`src/rtl/rv32i_decode_stage.sv`:
```
// RV32I decode stage: {pc, instr} in, decoded fields out one cycle later through a 2-entry skid buffer.
// in_ready is registered (no path from out_ready); define DECODE_ILLEGAL_CNT_EN to add the illegal_cnt output.
module rv32i_decode_stage #(
    parameter int XLEN = 32
) (
    input  logic            clk,
    input  logic            rst,
    input  logic            flush,
    input  logic            in_valid,
    output logic            in_ready,
    input  logic [XLEN-1:0] in_pc,
    input  logic [XLEN-1:0] in_instr,
    output logic            out_valid,
    input  logic            out_ready,
    output logic [XLEN-1:0] out_pc,
    output logic [6:0]      out_opcode,
    output logic [2:0]      out_funct3,
    output logic [4:0]      out_rd,
    output logic [4:0]      out_rs1,
    output logic [4:0]      out_rs2,
    output logic [XLEN-1:0] out_imm,
    output logic [5:0]      out_alu_op,
    output logic            out_illegal
`ifdef DECODE_ILLEGAL_CNT_EN
    ,
    output logic [15:0]     illegal_cnt
`endif
);
    localparam logic [5:0] ALU_ADD = 6'd0, ALU_SUB = 6'd1, ALU_SLL = 6'd2, ALU_SLT = 6'd3,
                           ALU_SLTU = 6'd4, ALU_XOR = 6'd5, ALU_SRL = 6'd6, ALU_SRA = 6'd7,
                           ALU_OR = 6'd8, ALU_AND = 6'd9, ALU_ADDI = 6'd10, ALU_SLTI = 6'd11,
                           ALU_SLTIU = 6'd12, ALU_XORI = 6'd13, ALU_ORI = 6'd14, ALU_ANDI = 6'd15,
                           ALU_BYPASS = 6'd16, ALU_JALR = 6'd17, ALU_INVALID = 6'd18;

    localparam logic [6:0] OP_LUI = 7'b0110111, OP_AUIPC = 7'b0010111, OP_JAL = 7'b1101111,
                           OP_JALR = 7'b1100111, OP_BRANCH = 7'b1100011, OP_LOAD = 7'b0000011,
                           OP_STORE = 7'b0100011, OP_IMM = 7'b0010011, OP_REG = 7'b0110011;

    localparam logic [6:0] F7_ZERO = 7'b0000000, F7_ALT = 7'b0100000;

    typedef struct packed {
        logic [XLEN-1:0] pc;
        logic [6:0]      opcode;
        logic [2:0]      funct3;
        logic [4:0]      rd;
        logic [4:0]      rs1;
        logic [4:0]      rs2;
        logic [XLEN-1:0] imm;
        logic [5:0]      alu_op;
        logic            illegal;
    } dec_t;

    localparam dec_t DEC_RESET = '{pc: '0, opcode: '0, funct3: '0, rd: '0, rs1: '0, rs2: '0,
                                   imm: '0, alu_op: ALU_INVALID, illegal: 1'b0};

    logic [6:0]      w_opcode;
    logic [2:0]      w_funct3;
    logic [6:0]      w_funct7;
    logic [XLEN-1:0] w_imm_i, w_imm_s, w_imm_b, w_imm_u, w_imm_j;
    logic [5:0]      w_alu_op;
    logic [XLEN-1:0] w_imm_sel;
    logic            w_illegal;
    dec_t            w_dec;
    logic            w_in_xfer;

    dec_t            r_main, r_skid;
    logic            r_main_vld, r_skid_vld, r_in_rdy;

    assign w_opcode = in_instr[6:0];
    assign w_funct3 = in_instr[14:12];
    assign w_funct7 = in_instr[31:25];

    assign w_imm_i = {{20{in_instr[31]}}, in_instr[31:20]};
    assign w_imm_s = {{20{in_instr[31]}}, in_instr[31:25], in_instr[11:7]};
    assign w_imm_b = {{19{in_instr[31]}}, in_instr[31], in_instr[7], in_instr[30:25], in_instr[11:8], 1'b0};
    assign w_imm_u = {in_instr[31:12], 12'b0};
    assign w_imm_j = {{11{in_instr[31]}}, in_instr[31], in_instr[19:12], in_instr[20], in_instr[30:21], 1'b0};

    always_comb begin
        w_alu_op  = ALU_INVALID;
        w_imm_sel = '0;
        case (w_opcode)
            OP_LUI:    begin w_alu_op = ALU_BYPASS; w_imm_sel = w_imm_u; end
            OP_AUIPC:  begin w_alu_op = ALU_ADD;    w_imm_sel = w_imm_u; end
            OP_JAL:    begin w_alu_op = ALU_BYPASS; w_imm_sel = w_imm_j; end
            OP_JALR:   if (w_funct3 == 3'b000) begin w_alu_op = ALU_JALR; w_imm_sel = w_imm_i; end
            OP_BRANCH: if (w_funct3 != 3'b010 && w_funct3 != 3'b011) begin
                           w_alu_op = ALU_SUB; w_imm_sel = w_imm_b;
                       end
            OP_LOAD:   if (w_funct3 == 3'b010) begin w_alu_op = ALU_ADD; w_imm_sel = w_imm_i; end
            OP_STORE:  if (w_funct3 == 3'b010) begin w_alu_op = ALU_ADD; w_imm_sel = w_imm_s; end
            OP_IMM: begin
                w_imm_sel = w_imm_i;
                case (w_funct3)
                    3'b000: w_alu_op = ALU_ADDI;
                    3'b010: w_alu_op = ALU_SLTI;
                    3'b011: w_alu_op = ALU_SLTIU;
                    3'b100: w_alu_op = ALU_XORI;
                    3'b110: w_alu_op = ALU_ORI;
                    3'b111: w_alu_op = ALU_ANDI;
                    3'b001: if (w_funct7 == F7_ZERO) w_alu_op = ALU_SLL;
                    default: begin
                        if (w_funct7 == F7_ZERO)     w_alu_op = ALU_SRL;
                        else if (w_funct7 == F7_ALT) w_alu_op = ALU_SRA;
                    end
                endcase
            end
            OP_REG: begin
                if (w_funct7 == F7_ZERO) begin
                    case (w_funct3)
                        3'b000:  w_alu_op = ALU_ADD;
                        3'b001:  w_alu_op = ALU_SLL;
                        3'b010:  w_alu_op = ALU_SLT;
                        3'b011:  w_alu_op = ALU_SLTU;
                        3'b100:  w_alu_op = ALU_XOR;
                        3'b101:  w_alu_op = ALU_SRL;
                        3'b110:  w_alu_op = ALU_OR;
                        default: w_alu_op = ALU_AND;
                    endcase
                end else if (w_funct7 == F7_ALT) begin
                    if (w_funct3 == 3'b000)      w_alu_op = ALU_SUB;
                    else if (w_funct3 == 3'b101) w_alu_op = ALU_SRA;
                end
            end
            default: ;
        endcase
    end

    // Every illegal path leaves alu_op at INVALID, so legality falls out of the op itself.
    assign w_illegal = (w_alu_op == ALU_INVALID);

    always_comb begin
        w_dec         = DEC_RESET;
        w_dec.pc      = in_pc;
        w_dec.opcode  = w_opcode;
        w_dec.funct3  = w_funct3;
        w_dec.rd      = in_instr[11:7];
        w_dec.rs1     = in_instr[19:15];
        w_dec.rs2     = in_instr[24:20];
        w_dec.imm     = w_illegal ? '0 : w_imm_sel;
        w_dec.alu_op  = w_alu_op;
        w_dec.illegal = w_illegal;
    end

    assign w_in_xfer = in_valid && r_in_rdy;

    // Skid only fills while main is stalled; it always empties into main first, preserving order.
    always_ff @(posedge clk or posedge rst) begin
        if (rst) begin
            r_main     <= DEC_RESET;
            r_skid     <= DEC_RESET;
            r_main_vld <= 1'b0;
            r_skid_vld <= 1'b0;
            r_in_rdy   <= 1'b0;
        end else if (flush) begin
            r_main_vld <= 1'b0;
            r_skid_vld <= 1'b0;
            r_in_rdy   <= 1'b1;
        end else if (!r_main_vld || out_ready) begin
            if (r_skid_vld) begin
                r_main     <= r_skid;
                r_main_vld <= 1'b1;
                r_skid_vld <= 1'b0;
            end else begin
                r_main_vld <= w_in_xfer;
                if (w_in_xfer) r_main <= w_dec;
            end
            r_in_rdy <= 1'b1;
        end else if (w_in_xfer) begin
            r_skid     <= w_dec;
            r_skid_vld <= 1'b1;
            r_in_rdy   <= 1'b0;
        end
    end

    assign in_ready    = r_in_rdy;
    assign out_valid   = r_main_vld;
    assign out_pc      = r_main.pc;
    assign out_opcode  = r_main.opcode;
    assign out_funct3  = r_main.funct3;
    assign out_rd      = r_main.rd;
    assign out_rs1     = r_main.rs1;
    assign out_rs2     = r_main.rs2;
    assign out_imm     = r_main.imm;
    assign out_alu_op  = r_main.alu_op;
    assign out_illegal = r_main.illegal;

`ifdef DECODE_ILLEGAL_CNT_EN
    logic [15:0] r_illegal_cnt;

    // Counts consumed illegal instructions, including one consumed in the same cycle as a flush.
    always_ff @(posedge clk or posedge rst) begin
        if (rst) begin
            r_illegal_cnt <= '0;
        end else if (r_main_vld && out_ready && r_main.illegal && r_illegal_cnt != 16'hFFFF) begin
            r_illegal_cnt <= r_illegal_cnt + 16'd1;
        end
    end

    assign illegal_cnt = r_illegal_cnt;
`endif

endmodule
```
`config.mk`:
```
export PLATFORM = sky130hd
export DESIGN_NAME = rv32i_decode_stage
export DESIGN_NICKNAME = d
export VERILOG_FILES = /design/src/rtl/rv32i_decode_stage.sv
export SDC_FILE = /design/constraint.sdc
export NUM_CORES = 1
export LEC_CHECK = 0
export ABC_AREA = 1
export BUFFER_PORTS_ARGS = -buffer_cell sky130_fd_sc_hd__buf_2
export CORE_MARGIN = 5
export CORE_UTILIZATION = 39
export CTS_CLUSTER_SIZE = 14
export DETAILED_ROUTE_END_ITERATION = 10
export PLACE_DENSITY_LB_ADDON = 0.08
export SLEW_MARGIN = 0
export SYNTH_ARGS = -nofsm -noshare
export SYNTH_HDL_FRONTEND = slang
export SYNTH_SLANG_ARGS = --single-unit
```
`constraint.sdc`:
```
create_clock -name clk -period 10.4 [get_ports clk]
set_clock_uncertainty 0.05 [all_clocks]
set_input_delay 2.08 -clock clk [delete_from_list [all_inputs] [get_ports clk]]
set_output_delay 2.08 -clock clk [all_outputs]
set_load 0.02 [all_outputs]
```
**After elaboration in Yosys (flattened, before gate mapping)**

Index checks and enable logic that the tools add are counted.

- Word-level logic and storage cells: 87
- Output and inout port bits: 98
- Flip-flop bits (word level): 195

- Mux-type cells: 30
- Reductions and logical operators: 14
- Bitwise logic cells: 2
- Equal/unequal tests: 20

Operators with widths:

| operator | number |
|---|---|
| $pmux W32 S7 | 1 |
| $mux W96 | 2 |
| $mux W32 | 5 |
| $pmux W6 S7 | 1 |
| $mux W5 | 8 |
| $pmux W5 S7 | 1 |
| $eq A7 B6 Y1 const B | 4 |
| $pmux W4 S7 | 1 |
| $eq A7 B7 Y1 const B | 3 |
| $eq A7 B5 Y1 const B | 2 |
| $eq A3 B3 Y1 const B | 4 |
| $mux W1 | 9 |
| $eq A7 B2 Y1 const B | 1 |
| $logic_not A7 Y1 | 1 |
| $eq A3 B2 Y1 const B | 2 |
| $eq A6 B5 Y1 const B | 1 |
| $mux W6 | 1 |
| $ne A3 B2 Y1 const B | 2 |
| $reduce_and A3 Y1 | 2 |
| $reduce_or A2 Y1 | 3 |
| $reduce_bool A2 Y1 | 2 |
| $eq A3 B1 Y1 const B | 1 |
| $logic_not A3 Y1 | 1 |
| $reduce_bool A3 Y1 | 1 |
| 5 further kinds | 7 |

**Longest topological paths before layout**

Gate-level depths: netlist (run 1).

- Depth in word-level cells: 10
- Mapped depth: 15
- Depth with buffers taken out: 14

**Worst setup path after synthesis (run 1)**

Ideal clock, no wire load.

- Path type: input -> register
- From: input port in_instr[3]
- To: register r_main (netlist bit out_imm[20])
- Stages: 15
- Arrival time: 3.289 ns
- Path slack: 6.944 ns
- Buffers on the path: 1
- Cells stage by stage: inv_2 > nand2_1 > nor2_4 > nand2_1 > nand2_1 > nand2_1 > nand2_2 > inv_1 > nand3_2 > nand3_4 > buf_12 > nand2_2 > nand2_1 > nand2_1 > nand2_1

- Word-level cells in the longest chain between the ends: 7
- Elaborated cells between the ends (all ways): 18
- Those cells by class: eq/ne: 10; mux: 5; reduce/logical: 3

RTL lines:

| what | RTL line | RTL |
|---|---|---|
| start: declaration | 12 | `input logic [XLEN-1:0] in_instr,` |
| $eq A7 B6 Y1, or another cell as far along | 82 | `case (w_opcode)` |
| $reduce_or A2 Y1 (no source line) | n/a |  |
| $pmux W6 S7 | 82 |  |
| $eq A6 B5 Y1 | 130 | `assign w_illegal = (w_alu_op == ALU_INVALID);` |
| $mux W32 (*) | 140 | `w_dec.imm = w_illegal ? '0 : w_imm_sel;` |
| $mux W96 (*) | 166 | `if (w_in_xfer) r_main <= w_dec;` |
| $mux W96 (*) | 160 | `if (r_skid_vld) begin` |
| end signal: assignment | 161 | `r_main <= r_skid;` |
| end signal: assignment | 166 |  |
| end: declaration | 66 | `dec_t r_main, r_skid;` |

Mark *: on every way between the ends. The rest lies on a longest branch, timed or not. The select of a mux whose other input is x is not followed.
A chain may end at the register's enable or synchronous reset.

**Worst setup path in the final report (run 1)**

- From: input port in_valid
- To: register r_main (netlist bit out_rs2[3])

- Word-level cells in the longest chain between the ends: 3

RTL lines:

| what | RTL line | RTL |
|---|---|---|
| start: declaration | 9 | `input logic in_valid,` |
| $logic_and A1 B1 Y1 | 145 | `assign w_in_xfer = in_valid && r_in_rdy;` |
| $reduce_bool A2 Y1 (no source line) | n/a |  |
| $reduce_and A3 Y1 (no source line) | n/a |  |

No other way between the ends.

==> results of run 1 <==
-- metal layers --
| layer | vias to the layer above | global-route usage, % | share of wire, % |
|---|---|---|---|
| met5 | - | 0 | 0.14 |
| met4 | 4 | 4.46 | 1.2 |
| met3 | 18 | 3.69 | 4.4 |
| met2 | 151 | 27.3 | 45 |
| met1 | 3635 | 26.0 | 50 |
| li1 | 4017 | - | - |
-- worst paths after layout --
check,start,cells past startpoint,slack [ps],end
setup reg to reg,r_skid_vld,7,7020,out_rs2[3]
hold reg to reg,r_skid[5],2,420,r_skid[5]
setup / recovery,in_valid,8,6280,out_rs2[3]
hold / removal,r_skid[5],2,420,r_skid[5]
min in group asynchronous,rst,2,1740,out_imm[6]
max in group asynchronous,rst,3,7020,out_imm[0]
-- sequential cells by signal, summed over array words and instances (netlist names), 5 cells and up --
signal,flops
r_skid,95
out_pc,32
out_alu_op,5
out_rd,5
out_rs2,5
out_opcode,7
out_imm,32
out_rs1,5
-- through the flow --
step	setup slack [ps]	instance area [um2]	hold slack [ps]	instances	utilization [%]
CTS	6250	10800	422	1654	46.0
detailed placement	5810	10200	410	1622	43.6
global placement	5820	10200	409	1622	43.6
finish	6280	10800	423	1654	46.0
floorplan	3020	9250	396	1203	-
global route	5950	10800	438	1654	46.0
-- worst min-delay path: stages, from the launching register on --
cell and delay (ps):
dfstp_2 370, nand2_1 60, nand2_1 50
-- final cells by class --
cell class	instances	area (um2)	share of cell area, %
Clock buffer	18	429	3.98
Clock inverter	14	154	1.43
Multi-Input combinational cell	855	3770	34.9
Sequential cell	193	4830	44.9
Inverter	86	338	3.13
Tap cell	319	399	3.70
Timing Repair Buffer	169	856	7.94
-- cells by family (layout without fill, tap and decap cells) --
family	Yosys count	count (layout)	synth area share (%)
simple gates	598	598	26.4
buf+inv	155	287	7.04
other cells	1	1	0.0406
compound gates	256	256	14.2
flops	193	193	52.3
-- layout by cell type, fill, tap and decap left out, types with 5 or more instances in the layout --
cell type | Yosys | routed
nor2_2 | 8 | 8
buf_2 | 13 | 165
inv_2 | 12 | 11
inv_6 | 0 | 5
dfrtp_1 | 189 | 189
clkbuf_16 | 0 | 17
inv_1 | 74 | 71
o21ai_0 | 190 | 190
o21ai_1 | 35 | 34
a21oi_1 | 20 | 20
nand3_1 | 9 | 9
nand4_1 | 5 | 5
nand2_1 | 419 | 419
nor2_1 | 114 | 114
nand2_2 | 32 | 32
-- power by group --
group | leakage (nW) | total [W] | switching (W) | internal, W
clock network | 0.284 | 0.000664 | 0.000304 | 0.000360
registers | 2.50 | 0.000921 | 0.0000551 | 0.000866
logic | 3.29 | 0.000322 | 0.000217 | 0.000106
total | 6.07 | 0.00191 | 0.000576 | 0.00133
==> key figures, run 1 <==
STA
  – Setup TNS: 0 ps
  – Slew Limit Fails: 0
  – RSZ-0062 raised after global routing: no
  – Fin crit share: 39.6%
  – Fmax: 243 MHz
  – Worst-Margin Slew: 1010 ps
  – Clock period minus worst slack: 4120 ps
  – Final hold viol count: 0
  – Slew Limit Headroom: 32.8%
  – Final setup viols: 0

GRT
  – Largest net degree at the start of global routing: 118
  – Congestion Overflow GR: 0
  – Total GRT Usage: 17.8%
  – Vias in the first global route: 7239
  – First-pass GRT wire length: 38.6 mm
  – Initial antenna violation count: 2

Floorplan
  – Core area: 23400 um2
  – Die height: 164 um
  – Die area: 26900 um2
  – Cell Rows: 56
  – Die X: 164 um
  – Initial Util: 39.5%
  – Boundary Pins: 167

Clock network
  – Root Driver: clkbuf_16
  – Clock sink total: 193
  – # H-tree levels: 4
  – Worst-path clk slew: 70 ps
  – Postcts setup bufs: 0
  – CTS tree: built
  – Total CTS buffers: 17
  – Max Root-Sink Buffers: 2
  – Number of hold buffers added after cts: 0
  – Post-CTS Resized: 0
  – Skew-Pair Late Insertion Delay: 430 ps

Worst setup path
  – Setup crit end kind: flop
  – Max incr delay on CP: 740 ps
  – WP data arrival: 4340 ps
  – CP cell instances: buf_2 -> nand2_1 -> nand2_1 -> nand2_1 -> nor2_1 -> inv_4 -> buf_4 -> o21ai_0
  – CP Data Required Time: 10620 ps
  – Most frequent cell on the critical path: nand2_1
  – Crit path max fanout: 115
  – CP startpoint kind: primary input
  – CP max stage cell: inv_4
  – Bufs and invs on worst path: 3
  – Cell family with most CP delay: buffers and inverters
  – Critical path class: primary input to flop

Yosys
  – Yosys cell types: 36
  – Yosys warns: 0
  – Most frequent cells after synthesis: nand2_1, o21ai_0, dfrtp_1, nor2_1, inv_1
  – Top-count cell post-synth: nand2_1
  – Top_reg_cell synth: dfrtp_1
  – Most area-hungry cell type in the Yosys netlist: dfrtp_1
  – Post-synth EDFFs: 0
  – Mean Syn Cell Area: 7.69 um2
  – Top cells by area, synth: dfrtp_1, nand2_1, o21ai_0, nor2_1, inv_1
  – Share of the synthesized area in the top cell type: 51.1%
  – Syn_nets: 1272
  – Area of the mapped netlist: 9250 um2
  – Register area share after synthesis: 52.3%
  – #FFs+latches synth: 193
  – Asr flop ratio synth: 100%
  – Synth Instances: 1203

Detailed routing
  – DRC: 0
  – Post-route antenna net violation count: 0
  – Routed wire length: 23.7 mm
  – Vias/cell: 4.73
  – 1st-pass router iterations: 7
  – Iter 0 DRT Violations: 518
  – Routed vias: 7825
  – WL/cell: 14.3 um

Power
  – Final Power: 0.00191 W
  – P per Cell Area: 177 nW/um2
  – Peak supply drop: 0.0893 mV
  – Lkg Pwr: 6.07 nW

Finish
  – # fillers: 2422
  – Fin nets: 1391
  – Layout cells sized above 1: 20.4%
  – Area growth syn-to-layout: 16.5%
  – Ant diodes: 0

Placement
  – IO buf count: 165
  – Placer's final routability congestion estimate: 0.830
  – Hpwl dp: 15.8 mm

Min path
  – Class of the worst hold path: flop to flop

Status
  – Outcome: complete, no violations

Run
  – Maxcap violations: 0
No activity file was read; power rests on OpenSTA's default activity.
==> inputs of run 2 (changes only) <==
ABC_AREA = 0   (was 1)
clock period = 3.96 ns   (was 10.4 ns; I/O delays follow)
==> run 2 against run 1 <==
Count of clock-buffer cells in the layout decreased by 1; non-clock buffer count increased by 15; critical path depth decreased by 3; clock power increased to 2.6 times the previous value; utilization increased by 0.62 points; sequential power increased to 2.6 times the previous value; sequential share of layout area decreased by 0.83 points; final cell count decreased by 15%; via count decreased by 8.2%; global-route usage increased by 1.2 points; critical path type is now flop to flop.
==> key figures, run 2 <==
Clock network
  – Root Driver: clkbuf_16
  – Worst-path clk slew: 80 ps
  – CTS tree: built
  – Skew-Pair Late Insertion Delay: 420 ps
  – Total CTS buffers: 17
  – Post-CTS Resized: 0
  – Max Root-Sink Buffers: 2
  – Number of hold buffers added after cts: 0
  – # H-tree levels: 4
  – Clock sink total: 193
  – Postcts setup bufs: 0

Run
  – Maxcap violations: 0

Yosys
  – Register area share after synthesis: 51.8%
  – Area of the mapped netlist: 9330 um2
  – Top_reg_cell synth: dfrtp_1
  – #FFs+latches synth: 193
  – Yosys cell types: 62
  – Most frequent cells after synthesis: nand2_1, dfrtp_1, o21ai_0, a21oi_1, mux2i_1
  – Most area-hungry cell type in the Yosys netlist: dfrtp_1
  – Top-count cell post-synth: nand2_1
  – Post-synth EDFFs: 0
  – Mean Syn Cell Area: 9.75 um2
  – Share of the synthesized area in the top cell type: 50.7%
  – Asr flop ratio synth: 100%
  – Top cells by area, synth: dfrtp_1, nand2_1, mux2i_1, o31ai_4, o21ai_0
  – Yosys warns: 0
  – Synth Instances: 957
  – Syn_nets: 1026

GRT
  – Largest net degree at the start of global routing: 79
  – Vias in the first global route: 7065
  – Initial antenna violation count: 0
  – Congestion Overflow GR: 0
  – First-pass GRT wire length: 40.4 mm
  – Total GRT Usage: 19.0%

STA
  – Fmax: 351 MHz
  – Slew Limit Headroom: 52.3%
  – Clock period minus worst slack: 2850 ps
  – Slew Limit Fails: 0
  – Final setup viols: 0
  – RSZ-0062 raised after global routing: no
  – Worst-Margin Slew: 709 ps
  – Fin crit share: 72.0%
  – Final hold viol count: 0
  – Worst setup slack after layout: 1110 ps
  – Setup TNS: 0 ps

Worst setup path
  – CP cell instances: a21oi_1 -> nor4_1 -> or4b_2 -> buf_4 -> o31ai_1
  – Bufs and invs on worst path: 1
  – Max incr delay on CP: 650 ps
  – Setup crit end kind: flop
  – CP Data Required Time: 4240 ps
  – Critical path class: flop to flop
  – Cell family with most CP delay: simple AND/OR/NAND/NOR gates
  – R2r worst-path depth: 5
  – WP data arrival: 3140 ps
  – Worst R2R Setup Slack: 1110 ps
  – CP startpoint kind: flop
  – Crit path max fanout: 28
  – CP max stage cell: dfrtp_4
  – Worst R2R End: out_imm[1]
  – Worst r2r src: r_skid_vld

Power
  – Sw frac: 30.2%
  – Lkg Pwr: 5.19 nW
  – Peak supply drop: 0.228 mV
  – Clock share of power: 35.2%
  – Final Power: 0.00487 W
  – Internal power: 0.00340 W
  – P per Cell Area: 443 nW/um2
  – Combinational cell fraction of total power: 16.2%
  – Sequential share of power: 48.6%
  – Net Sw Power: 0.00147 W

Finish
  – Commonest non-fill, non-tap cell in the layout: nand2_1
  – Layout cells sized above 1: 24.2%
  – Fin nets: 1149
  – Largest Register: r_skid
  – Largest register FFs: 95
  – Most frequent cells in the layout: nand2_1, dfrtp_1, buf_2, o21ai_0, a21oi_1
  – # fillers: 2351
  – Area occupied by multi-input gates: 4100 um2
  – Ant diodes: 0
  – Seq. cell area: 4840 um2
  – Area growth syn-to-layout: 17.8%
  – Finished Layout Cells: 1411
  – Finished Core Util: 46.7%

Detailed routing
  – Vias/cell: 5.09
  – Post-route antenna net violation count: 0
  – Routed wire length: 25.2 mm
  – Routed vias: 7182
  – DRC: 0
  – WL/cell: 17.9 um
  – Iter 0 DRT Violations: 446
  – 1st-pass router iterations: 4

Placement
  – Placer's final routability congestion estimate: 0.800
  – Pre-CTS WS: 863 ps
  – Placed Instances: 1380
  – Hpwl dp: 16.7 mm
  – IO buf count: 165

Floorplan
  – Die X: 165 um
  – Die height: 165 um
  – Boundary Pins: 167
  – Cell Rows: 56
  – Die area: 27100 um2
  – Initial Util: 39.6%
  – Core area: 23500 um2

Min path
  – Class of the worst hold path: primary input to asynchronous set/reset pin

Status
  – Outcome: complete, no violations
-- run 2: cell count changes after synthesis, moves of 33 or more --
| cell | before | now |
|---|---|---|
| a21oi_1 | 20 | 67 |
| inv_1 | 74 | 8 |
| mux2i_1 | 0 | 58 |
| nand2_1 | 419 | 269 |
| nor2_1 | 114 | 25 |
| o21ai_0 | 190 | 69 |
| o21ai_1 | 35 | 0 |
| o31ai_1 | 1 | 34 |
-- run 2: area by class of cell --
type	count	area share [%]
clock buffers	17	3.87
clock inverters	14	1.34
repair buffers	184	9.50
flip-flops and latches	193	44.0
multi-input cells	676	37.3
inverters	8	0.307
well taps	319	3.63
-- run 2: how the worst max path moves through the flow --
| stage | endpoint | startpoint | slack (ps) | cells after the start |
|---|---|---|---|---|
| after floorplan | in_ready | rst | 630 | 1 |
| after global placement | out_imm[3] | in_instr[12] | 940 | 6 |
| after detailed placement | out_imm[1] | in_instr[12] | 860 | 6 |
| after CTS | out_imm[1] | r_skid_vld | 1140 | 5 |
| after global routing | out_imm[1] | r_skid_vld | 930 | 5 |
| final | out_imm[1] | r_skid_vld | 1110 | 5 |
-- run 2: kinds of logic after synthesis --
kind of cell | Yosys count | synth area share (%)
AOI/OAI and AO/OA | 233 | 18.8
xor gates and xnor gates | 3 | 0.282
buffers and inverters | 88 | 4.47
DFF | 193 | 51.8
muxes | 59 | 6.34
other | 1 | 0.0402
and+or+nand+nor | 380 | 18.3
-- run 2: stage by stage --
| step | hold WS, ps | cell area, um2 |
|---|---|---|
| after floorplan | 390 | 9330 |
| after CTS | 423 | 11000 |
| after global placement | 401 | 10400 |
| after detailed placement | 407 | 10400 |
| final | 414 | 11000 |
| after global routing | 438 | 11000 |
-- run 2: worst reg2reg max path, cell delays in order, from the launching register on --
cell     delay, ps
dfrtp_4        650
a21oi_1        170
nor4_1         570
or4b_2         630
buf_4          330
o31ai_1        350
-- run 2: routing by layer --
metal | routed length, um | track usage [%]
met3 | 1270 | 3.57
met4 | 325 | 4.91
met2 | 11800 | 29.9
met1 | 11800 | 27.3
met5 | 0 | 0
-- run 2: power by group through the flow --
| stage | clock, W | combinational [W] | sequential (W) |
|---|---|---|---|
| 6_report | 0.00171 | 0.000790 | 0.00236 |
| 5_1_grt | 0.00184 | 0.000896 | 0.00240 |
| 4_1_cts | 0.00177 | 0.000808 | 0.00237 |
| 3_5_place_dp | 0 | 0.000806 | 0.00241 |
| 3_3_place_gp | 0 | 0.000799 | 0.00240 |
| 2_1_floorplan | 0 | 0.000360 | 0.00254 |
==> inputs of run 3 (changes only) <==
clock period = 2.7 ns   (was 3.96 ns; I/O delays follow)
==> run 3 against run 2 <==
Sequential power increased by 47%; register-to-register slack lost 860 ps; non-clock buffer count increased by 21; fmax increased by 16%; sequential share of layout area shrank 0.84 points; critical path depth is 1 higher; largest power group unchanged.
==> key figures, run 3 (synthesis gave the netlist of run 2 again) <==
Min path
  – Class of the worst hold path: primary input to flop
  – Worst Hold Path EP: r_skid[64]
  – Hold_sp: in_pc[0]
  – Worst Hold Depth: 3

Clock network
  – Skew-Pair Late Insertion Delay: 430 ps
  – Root Driver: clkbuf_16
  – Total CTS buffers: 17
  – Post-CTS Resized: 0
  – Worst-path clk slew: 80 ps
  – Clock sink total: 193
  – CTS tree: built
  – Max Root-Sink Buffers: 2
  – # H-tree levels: 4

Placement
  – Placer's final routability congestion estimate: 0.788
  – Hpwl dp: 17.0 mm
  – Placed Instances: 1400
  – IO buf count: 165
  – DP Area: 10600 um2

STA
  – Setup TNS: 0 ps
  – Worst-Margin Slew: 849 ps
  – Clock period minus worst slack: 2450 ps
  – Final hold viol count: 0
  – Fin crit share: 90.9%
  – Final setup viols: 0
  – Slew Limit Fails: 0
  – RSZ-0062 raised after global routing: no
  – Slew Limit Headroom: 43.4%
  – Hold slack final: 265 ps
  – Fmax: 407 MHz

Worst setup path
  – CP cell instances: nor2b_1 -> nor4_1 -> buf_4 -> or4b_2 -> buf_12 -> o31ai_1
  – Setup crit end kind: flop
  – Worst r2r src: out_valid
  – WP data arrival: 2730 ps
  – CP startpoint kind: flop
  – Crit path max fanout: 26
  – R2r worst-path depth: 6
  – Worst R2R End: out_imm[1]
  – Worst R2R Setup Slack: 250 ps
  – CP Data Required Time: 2980 ps
  – Critical path class: flop to flop
  – Max incr delay on CP: 630 ps
  – CP max stage cell: or4b_2

Detailed routing
  – Highest metal used: met4
  – Routed vias: 7240
  – Vias/cell: 5.06
  – WL/cell: 17.9 um
  – WL met2: 11.7 mm
  – Post-route antenna net violation count: 0
  – Met3 wire len: 1.24 mm
  – Routed wire length: 25.6 mm
  – DRC: 0
  – M1 WL: 12.2 mm
  – Iter 0 DRT Violations: 429
  – 1st-pass router iterations: 5

Finish
  – Finished Layout Cells: 1432
  – Commonest non-fill, non-tap cell in the layout: nand2_1
  – Finished Core Util: 47.6%
  – Ant diodes: 0
  – Most frequent cells in the layout: nand2_1, dfrtp_1, buf_2, o21ai_0, a21oi_1
  – Layout cells sized above 1: 25.4%
  – Fin nets: 1170
  – Fin area: 11200 um2
  – Largest Register: r_skid
  – Area growth syn-to-layout: 20.1%
  – Largest register FFs: 95

GRT
  – Vias in the first global route: 7218
  – Congestion Overflow GR: 0
  – Total GRT Usage: 19.0%
  – Initial antenna violation count: 0
  – First-pass GRT wire length: 40.8 mm
  – Largest net degree at the start of global routing: 89

Floorplan
  – Die area: 27100 um2
  – Initial Util: 39.6%
  – Boundary Pins: 167
  – Die height: 165 um
  – Cell Rows: 56
  – Core area: 23500 um2
  – Die X: 165 um

Run
  – Maxcap violations: 0

Power
  – Peak supply drop: 0.385 mV
  – Lkg Pwr: 5.30 nW
  – P per Cell Area: 641 nW/um2

Status
  – Outcome: complete, no violations
==> run 3: critical path, delay by kind of cell, from the launching register on <==
family | cells | cell delay, ps
AOI/OAI and AO/OA | 1 | 250
and+or+nand+nor | 3 | 1190
buffers and inverters | 2 | 430
DFF | 1 | 400
==> run 3: power by group <==
part	total (W)	switching [W]	internal, W
Clock	0.00253	0.00114	0.00139
Combinational	0.00118	0.000765	0.000416
Sequential	0.00347	0.000190	0.00328
==> run 3: area by class of cell <==
class                      instances  area, um2
timing repair buffer             205       1250
tap                              319        399
clock inverter                    12        134
fill                            2309      12300
inverter                           8       33.8
clock buffer                      19        443
multi-input combinational        676       4100
sequential                       193       4840
==> run 3: worst max-delay path by stage <==
stage / from / end / slack [ps]
6_report: out_valid / out_imm[1] / 250
5_1_grt: in_ready / out_imm[1] / 20
4_1_cts: out_valid / out_imm[1] / 190
3_5_place_dp: in_valid / out_imm[1] / 20
3_3_place_gp: in_valid / out_imm[2] / 60
2_1_floorplan: rst / in_ready / -380
==> run 3: repair_timing <==
action | 4_1_cts | 5_1_grt
buffers inserted | 0 | 0
hold endpoints to repair | 6 | 0
hold buffers | 1 | 0
==> run 3: routing by layer <==
layer	global-route usage [%]	vias up
met1	27.5	3434
met2	29.6	170
met3	3.39	30
met5	0	-
li1	-	3606
met4	5.03	0
==> run 3: per-stage QoR <==
step           power [W]  worst slack [ps]
6_report         0.00718               246
3_5_place_dp     0.00473              18.8
4_1_cts          0.00729               193
3_3_place_gp     0.00471              59.9
5_1_grt          0.00758              24.8
2_1_floorplan    0.00425              -377
